**config.mk**
```make
export PLATFORM = sky130hd
export DESIGN_NAME = ula_nbits_seq_flat
export DESIGN_NICKNAME = d
export VERILOG_FILES = /design/src/rtl/ula_nbits_seq_if.sv /design/src/rtl/ula_nbits_seq.sv /design/src/flat_wrapper.sv
export SDC_FILE = /design/constraint.sdc
export NUM_CORES = 1
export LEC_CHECK = 0
export ABC_AREA = 1
export BUFFER_PORTS_ARGS = -buffer_cell sky130_fd_sc_hd__buf_4
export CORE_ASPECT_RATIO = 0.7
export CORE_MARGIN = 1
export CORE_UTILIZATION = 50
export DETAILED_ROUTE_END_ITERATION = 16
export HOLD_SLACK_MARGIN = 0.12
export PLACE_DENSITY = 0.69
export SETUP_SLACK_MARGIN = 0.2
export SKIP_CTS_REPAIR_TIMING = 1
export SLEW_MARGIN = 5
export SYNTH_ARGS = -nofsm -noshare
export SYNTH_HDL_FRONTEND = slang
export SYNTH_SLANG_ARGS = --single-unit
```
**constraint.sdc**
```tcl
create_clock -name CLK -period 5.5 [get_ports CLK]
set_input_delay 0.275 -clock CLK [delete_from_list [all_inputs] [get_ports CLK]]
set_output_delay 0.275 -clock CLK [all_outputs]
set_load 0.005 [all_outputs]
```
**src/rtl/ula_nbits_seq_if.sv**
```systemverilog
// Operand/opcode request and result/flag bus for the sequential ULA.
interface ula_nbits_seq_if #(parameter int W = 4);
  logic [W-1:0]   A_in;
  logic [W-1:0]   B_in;
  logic           Cin;
  logic [2:0]     OP_sel;
  logic           start;
  logic           busy;
  logic           done;
  logic [2*W-1:0] result;
  logic           LED_Cout;
  logic           LED_OV;
  logic           LED_Z;
  logic           LED_ERR;

  modport master (
    output A_in, B_in, Cin, OP_sel, start,
    input  busy, done, result, LED_Cout, LED_OV, LED_Z, LED_ERR
  );

  modport slave (
    input  A_in, B_in, Cin, OP_sel, start,
    output busy, done, result, LED_Cout, LED_OV, LED_Z, LED_ERR
  );
endinterface

```
**src/rtl/ula_nbits_seq.sv**
```systemverilog
// Clocked W-bit ALU: single-cycle ADD/SUB/logic ops, W-cycle shift-add MUL
// and restoring DIV, with registered result and LED flags.
module ula_nbits_seq #(
  parameter int W = 4
) (
  input logic             CLK,
  input logic             RST_n,
  ula_nbits_seq_if.slave  bus
);

  localparam int CW = $clog2(W) + 1;

  localparam logic [1:0] S_IDLE = 2'd0;
  localparam logic [1:0] S_MUL  = 2'd1;
  localparam logic [1:0] S_DIV  = 2'd2;

  localparam logic [2:0] OP_ADD = 3'b000;
  localparam logic [2:0] OP_SUB = 3'b001;
  localparam logic [2:0] OP_AND = 3'b010;
  localparam logic [2:0] OP_OR  = 3'b011;
  localparam logic [2:0] OP_XOR = 3'b100;
  localparam logic [2:0] OP_MUL = 3'b101;
  localparam logic [2:0] OP_DIV = 3'b110;

  logic [1:0]     state;
  logic [W-1:0]   a_q;
  logic [W-1:0]   b_q;
  logic [CW-1:0]  cnt;
  logic [2*W-1:0] p;

  logic [W:0]     add_full;
  logic [W:0]     sub_full;
  logic [2*W-1:0] fast_res;
  logic           fast_cout;
  logic           fast_ov;
  logic           fast_err;
  logic           multi;

  logic [W:0]     mul_sum;
  logic [W:0]     div_trial;
  logic [2*W-1:0] p_next;

  always_comb begin
    add_full  = {1'b0, bus.A_in} + {1'b0, bus.B_in} + {{W{1'b0}}, bus.Cin};
    sub_full  = {1'b0, bus.A_in} - {1'b0, bus.B_in} - {{W{1'b0}}, bus.Cin};
    fast_res  = '0;
    fast_cout = 1'b0;
    fast_ov   = 1'b0;
    fast_err  = 1'b0;
    case (bus.OP_sel)
      OP_ADD: begin
        fast_res  = {{W{1'b0}}, add_full[W-1:0]};
        fast_cout = add_full[W];
        fast_ov   = (bus.A_in[W-1] == bus.B_in[W-1]) && (add_full[W-1] != bus.A_in[W-1]);
      end
      OP_SUB: begin
        fast_res  = {{W{1'b0}}, sub_full[W-1:0]};
        fast_cout = sub_full[W];
        fast_ov   = (bus.A_in[W-1] != bus.B_in[W-1]) && (sub_full[W-1] != bus.A_in[W-1]);
      end
      OP_AND:  fast_res = {{W{1'b0}}, bus.A_in & bus.B_in};
      OP_OR:   fast_res = {{W{1'b0}}, bus.A_in | bus.B_in};
      OP_XOR:  fast_res = {{W{1'b0}}, bus.A_in ^ bus.B_in};
      default: fast_err = 1'b1;
    endcase
    multi = (bus.OP_sel == OP_MUL) || ((bus.OP_sel == OP_DIV) && (|bus.B_in));
  end

  // p holds {hi, multiplier} for MUL and {remainder, dividend/quotient} for DIV
  always_comb begin
    mul_sum   = {1'b0, p[2*W-1:W]} + (p[0] ? {1'b0, a_q} : {(W+1){1'b0}});
    div_trial = {p[2*W-1:W], p[W-1]} - {1'b0, b_q};
    if (state == S_MUL)
      p_next = {mul_sum, p[W-1:1]};
    else if (div_trial[W])
      p_next = {p[2*W-2:0], 1'b0};
    else
      p_next = {div_trial[W-1:0], p[W-2:0], 1'b1};
  end

  always_ff @(posedge CLK) begin
    if (!RST_n) begin
      state        <= S_IDLE;
      a_q          <= '0;
      b_q          <= '0;
      cnt          <= '0;
      p            <= '0;
      bus.busy     <= 1'b0;
      bus.done     <= 1'b0;
      bus.result   <= '0;
      bus.LED_Cout <= 1'b0;
      bus.LED_OV   <= 1'b0;
      bus.LED_Z    <= 1'b1;
      bus.LED_ERR  <= 1'b0;
    end else begin
      bus.done <= 1'b0;
      case (state)
        S_IDLE: begin
          if (bus.start) begin
            if (multi) begin
              a_q      <= bus.A_in;
              b_q      <= bus.B_in;
              cnt      <= '0;
              bus.busy <= 1'b1;
              if (bus.OP_sel == OP_MUL) begin
                state <= S_MUL;
                p     <= {{W{1'b0}}, bus.B_in};
              end else begin
                state <= S_DIV;
                p     <= {{W{1'b0}}, bus.A_in};
              end
            end else begin
              bus.result   <= fast_res;
              bus.LED_Cout <= fast_cout;
              bus.LED_OV   <= fast_ov;
              bus.LED_Z    <= (fast_res == '0);
              bus.LED_ERR  <= fast_err;
              bus.done     <= 1'b1;
            end
          end
        end
        S_MUL, S_DIV: begin
          p   <= p_next;
          cnt <= cnt + 1'b1;
          if (cnt == CW'(W - 1)) begin
            bus.result   <= p_next;
            bus.LED_Cout <= 1'b0;
            bus.LED_OV   <= 1'b0;
            bus.LED_Z    <= (p_next == '0);
            bus.LED_ERR  <= 1'b0;
            bus.done     <= 1'b1;
            bus.busy     <= 1'b0;
            state        <= S_IDLE;
          end
        end
        default: state <= S_IDLE;
      endcase
    end
  end

endmodule

```
**src/flat_wrapper.sv**
```systemverilog
// flat-port wrapper written by rule: the top's interface ports become plain ports
module ula_nbits_seq_flat 
#(
  parameter int W = 4
)
  (CLK, RST_n, bus_A_in, bus_B_in, bus_Cin, bus_OP_sel, bus_start, bus_busy, bus_done, bus_result, bus_LED_Cout, bus_LED_OV, bus_LED_Z, bus_LED_ERR);
  ula_nbits_seq_if #(.W(W)) bus_i ();
  input logic CLK;
  input logic RST_n;
  input wire logic [$bits(bus_i.A_in)-1:0] bus_A_in;
  input wire logic [$bits(bus_i.B_in)-1:0] bus_B_in;
  input wire logic [$bits(bus_i.Cin)-1:0] bus_Cin;
  input wire logic [$bits(bus_i.OP_sel)-1:0] bus_OP_sel;
  input wire logic [$bits(bus_i.start)-1:0] bus_start;
  output wire logic [$bits(bus_i.busy)-1:0] bus_busy;
  output wire logic [$bits(bus_i.done)-1:0] bus_done;
  output wire logic [$bits(bus_i.result)-1:0] bus_result;
  output wire logic [$bits(bus_i.LED_Cout)-1:0] bus_LED_Cout;
  output wire logic [$bits(bus_i.LED_OV)-1:0] bus_LED_OV;
  output wire logic [$bits(bus_i.LED_Z)-1:0] bus_LED_Z;
  output wire logic [$bits(bus_i.LED_ERR)-1:0] bus_LED_ERR;
  assign bus_i.A_in = bus_A_in;
  assign bus_i.B_in = bus_B_in;
  assign bus_i.Cin = bus_Cin;
  assign bus_i.OP_sel = bus_OP_sel;
  assign bus_i.start = bus_start;
  assign bus_busy = bus_i.busy;
  assign bus_done = bus_i.done;
  assign bus_result = bus_i.result;
  assign bus_LED_Cout = bus_i.LED_Cout;
  assign bus_LED_OV = bus_i.LED_OV;
  assign bus_LED_Z = bus_i.LED_Z;
  assign bus_LED_ERR = bus_i.LED_ERR;
  ula_nbits_seq #(.W(W)) u_core (.CLK(CLK), .RST_n(RST_n), .bus(bus_i));
endmodule
```
; ---- After elaboration in Yosys (flattened, before gate mapping)
; Cells that the tools add are included.
[word_totals]
elab_cells = 100
latch_bits = 0
in_bits = 15
romBits = 0
reg_bits = 35
output_inout_bits = 14
ram_bits = 0
n_memories = 0
[classes]
eq_ne = 17
n_div = 0
n_addsub = 7
shifts = 0
n_lt_le_gt_ge = 0
bitwise_logic = 3
n_mul = 0
n_reduce_logical = 17
mux = 44
[op_table]
columns = cell, count
row1 = two-way mux 8 bit, 7
row2 = one-hot mux 8 bit (2 select lines), 2
row3 = one-hot mux 4 bit (5 select lines), 1
row4 = zero test 8 bit, 2
row5 = two-way mux 1 bit, 16
row6 = one-hot mux 1 bit (2 select lines), 8
row7 = == test 3 x 2 -> 1 bit (second input constant), 3
row8 = == test 3 bit (second input constant), 3
row9 = AND reduction 3 bit, 3
row10 = two-way mux 2 bit, 4
row11 = two-way mux 4 bit, 2
row12 = AND reduction 4 bit, 2
row13 = two-way mux 3 bit, 2
row14 = one-hot mux 3 bit (2 select lines), 1
row15 = adder 4 x 4 -> 5 bit, 1
row16 = adder 4 x 5 -> 5 bit, 1
row17 = adder 5 x 1 -> 5 bit, 1
row18 = OR reduction 5 bit, 1
row19 = subtractor 4 x 4 -> 5 bit, 1
row20 = subtractor 5 x 1 -> 5 bit, 1
row21 = subtractor 5 x 4 -> 5 bit, 1
row22 = bitwise AND 4 bit, 1
row23 = != test 2 x 1 -> 1 bit (second input constant), 2
row24 = != test 2 bit (second input constant), 2
row25 = other kinds (16), 20

; ---- Logic depth before layout (Yosys ltp)
[depth]
depth_word = 8
ltp_mapped = 16

; ---- Least setup slack after synthesis
; No wires, ideal clock.
[synth_timing]
path_kind = register to register
from = register u_core.p[3]
to = register u_core.p[7]
slack_ns = 3.625
stages_incl_launch_ff = 14
arrival_ns = 1.805
n_path_buf = 0
path_cell_list = dfxtp_1 > inv_1 > ha_1 > fa_1 > inv_1 > nand2_1 > nand2_1 > nand3_1 > nand2_2 > nand2_1 > nand2_1 > o21ai_1 > or2_1 > a21oi_1
[synth_between]
elab_chain_len = 4
[synth_rtl]
columns = element, line
row1 = start: declaration, ula_nbits_seq.sv:29  ; logic [2*W-1:0] p;
row2 = start signal: assignment, ula_nbits_seq.sv:107  ; p <= {{W{1'b0}}, bus.B_in};
row3 = start signal: assignment, ula_nbits_seq.sv:110  ; p <= {{W{1'b0}}, bus.A_in};
row4 = start signal: assignment, ula_nbits_seq.sv:123  ; p <= p_next;
row5 = subtractor 5 x 4 -> 5 bit, ula_nbits_seq.sv:72  ; div_trial = {p[2*W-1:W], p[W-1]} - {1'b0, b_q};
row6 = two-way mux 8 bit, ula_nbits_seq.sv:75  ; else if (div_trial[W])
row7 = two-way mux 8 bit, ula_nbits_seq.sv:73  ; if (state == S_MUL)
row8 = one-hot mux 8 bit (2 select lines), ula_nbits_seq.sv:97  ; case (state)
; No other way between the ends.
; A chain may end at the register's enable or synchronous reset.

; ---- Worst setup path after layout
[layout_timing]
from = register u_core.state[0]
to = register u_core.cnt[1]
[layout_between]
elab_chain_len = 4
word_cells_on_any_way = 9
cone_classes = eq/ne: 4 / mux: 1 / reduce/logical: 4
[layout_rtl]
columns = element, line
row1 = start: declaration, ula_nbits_seq.sv:25  ; logic [1:0] state;
row2 = start signal: assignment, ula_nbits_seq.sv:83  ; state <= S_IDLE;
row3 = start signal: assignment, ula_nbits_seq.sv:106  ; state <= S_MUL;
row4 = start signal: assignment, ula_nbits_seq.sv:109  ; state <= S_DIV;
row5 = == test 2 bit or == test 2 x 1 -> 1 bit (tied branches), ula_nbits_seq.sv:97
row6 = OR reduction 2 bit, ula_nbits_seq.sv:97
row7 = nonzero test 2 bit (no line), n/a
row8 = AND reduction 3 bit (no line), n/a
row9 = end signal: assignment, ula_nbits_seq.sv:124  ; cnt <= cnt + 1'b1;
row10 = end: declaration, ula_nbits_seq.sv:28  ; logic [CW-1:0] cnt;
; Parallel ways exist; a longest one is shown, timed or not.

==> reports/results.ini <==
[timing]
finalCriticalPeriod_ns = 2.28
hold_ws_ns = 0.317
finalHoldViolCount = 0
fin_crit_sh = 0.415
finClkSkew_ns = 0.00975
worst_pin_slew_ns = 0.586
maxSlewViolCount = 0
setup_viol = 0
fmax_mhz = 439
relSlewSlack = 0.609
fin_setup_tns_ns = 0
rsz0062_at_grt = false

[floorplan]
core_area_um2 = 4890
row_count = 21
dieArea_um2 = 5500
start_util = 0.533
die_y_um = 62.4
ioPinCount = 29
die_w_um = 88.3

[synth]
synth_top_area_cell = dfxtp_1
yosysSeqAreaShare = 0.269
synth_cells = 375
synth_top_area_frac = 0.269
synth_compound_area_frac = 0.194
synthAdderAreaFrac = 0.166
ys_warn_count = 0
async_flop_share = 0
synth.cell_area_um2 = 2600
synth-seq-cells = 35
synth_top_family_by_area = simple AND/OR/NAND/NOR gates
yosys-top-cells-area = dfxtp_1, ha_1, nand2_1, inv_1, a21oi_1
synth_xor_area_frac = 0.0168
synth_area_per_cell_um2 = 6.94
synth-edff-count = 0
synth_simple_gate_area_frac = 0.249
ys_types = 38
synthMuxAreaShare = 0
synth_fp_nets = 421
ys.flop_type = dfxtp_1

[setup_path]
ff2ff_setup_slack_ns = 3.22
crit_family = adder cells
path_max_fanout = 19
endpoint_kind = flop
startpoint_type = flop
path_cells = inv_1, ha_1, inv_1, o21ai_4, inv_1, a21oi_1, nor2_1
slowest_delay_ns = 0.66
crit_path_frequent_cell = inv_1
path_class = flop to flop
worstPathRequired_ns = 5.69
crit_buf_inv = 3
cpMaxStageDelayCell = ha_1
cp.arrival_ns = 2.47

[global_route]
grt_pass1_vias = 2267
antenna_found_initial = 0
grt_pass1_wl_mm = 10.8
grt_use_total = 0.252
grt_max_degree = 27
overflow = 0

[outcome]
status = finished, final reports clean

[placed_design]
hpwl_mm = 5.07
port_buffers = 28
place_inst = 466
gp_congestion = 0.904

[clocking]
clkTransAtPathRegs_ns = 0.08
numCtsBuffers = 5
htree_levels = 2
cts_sinks = 35
clock_latency_ns = 0.29
cts_tree = done
clockBufferDepth = 2
clockRootBuffer = clkbuf_8

[final_layout]
layoutNonFillerInstCount = 474
area_delta_synth_final_pct = 14.2
antenna_cells = 0
nets = 450
seq_area_um2 = 701
drive_gt1_frac = 0.131
fin_util = 0.609
layout_common_cells = nand2_1, inv_1, a21oi_1, o21ai_0, dfxtp_1
final_common_cell = nand2_1
multiInputGateArea_um2 = 1630
fillCellCount = 508

[routing]
drt_iter0_drc = 203
routed_wl_mm = 6.40
via_per_inst = 5.24
drcViolationCount = 0
routedWlPerCell_um = 13.5
via_count = 2485
drt-pass1-iter-count = 5
ant_nets = 0

[power]
cellLeakagePower_nw = 1.47
peakVddDrop_uv = 182
power.density_nw_per_um2 = 299

[run]
maxCapViolCount = 0

[worst_hold_path]
hold_class = input port to flop

-- Yosys cell counts (2+ instances only) --
library cell	count
inv_2	4
o22ai_1	3
nand2_1	71
inv_1	55
nor2_4	2
ha_1	25
buf_6	2
clkbuf_1	2
dfxtp_1	35
o21ai_1	8
fa_1	6
or2_1	2
nand4_1	4
a21oi_1	40
nand2_2	4
nor3_1	2
xor2_1	4
o211ai_1	3
o21ai_0	35
nor2_1	27
nand3_1	24
-- worst register-to-register path, delay by kind of cell, from the launching register on --
family | cells | cell delay [ns]
flops | 1 | 0.38
buf+inv | 3 | 0.51
fa+ha+maj | 1 | 0.66
compound gates | 2 | 0.57
simple gates | 1 | 0.05
-- state kept, by name, indices dropped and copies added (netlist names) --
signal	flops
u_core.bus.result	8
u_core.p	8
u_core.a_q	4
u_core.b_q	4
u_core.cnt	3
u_core.state	2
u_core.bus.LED_Cout	1
u_core.bus.LED_ERR	1
u_core.bus.LED_OV	1
u_core.bus.LED_Z	1
u_core.bus.busy	1
u_core.bus.done	1
-- final cells by class --
type / count / share of cell area
clock buffer: 5 / 0.0231
clock inverter: 3 / 0.0160
inverter: 61 / 0.0778
multi-input combinational: 273 / 0.548
sequential: 35 / 0.236
tap: 69 / 0.0290
timing repair buffer: 28 / 0.0707
-- routing by layer --
layer / track usage / vias to the layer above / share of wire
met4: 0.0524 / 0 / 0.013
met1: 0.404 / 1118 / 0.54
met5: 0 / - / 0
li1: - / 1282 / -
met3: 0.0621 / 8 / 0.074
met2: 0.333 / 77 / 0.38
-- stage by stage --
stage	area, um^2	power (mW)	worst slack (ns)
6_report	2970	0.888	3.22
5_1_grt	2970	0.951	3.03
4_1_cts	2970	0.890	3.24
3_5_place_dp	2860	0.653	3.28
3_3_place_gp	2860	0.648	3.33
2_1_floorplan	2600	0.554	3.63
-- power breakdown --
part	total (mW)	switching, mW	internal, mW
clock	0.236	0.0986	0.137
combinational	0.341	0.213	0.128
sequential	0.311	0.0234	0.288
total	0.888	0.335	0.553
-- worst paths after layout --
| path | startpoint | end | depth (start not counted) |
|---|---|---|---|
| setup reg to reg | u_core.state[0]$_SDFFE_PN0P_ | u_core.cnt[1]$_SDFFE_PN0P_ | 7 |
| setup / recovery | u_core.state[0]$_SDFFE_PN0P_ | u_core.cnt[1]$_SDFFE_PN0P_ | 7 |
| hold reg to reg | u_core.bus.LED_OV$_SDFFE_PN0P_ | u_core.bus.LED_OV$_SDFFE_PN0P_ | 2 |
| hold / removal | bus_A_in[2] | u_core.a_q[2]$_SDFFE_PN0P_ | 3 |
-- kinds of logic after synthesis --
group	after synthesis
flip-flops	35
buffers and inverters	67
adder cells (fa/ha/maj)	31
AND/OR/NAND/NOR	143
AO/OA/AOI/OAI	94
XOR/XNOR	5
Note: power is estimated with default switching activity, not from simulation.
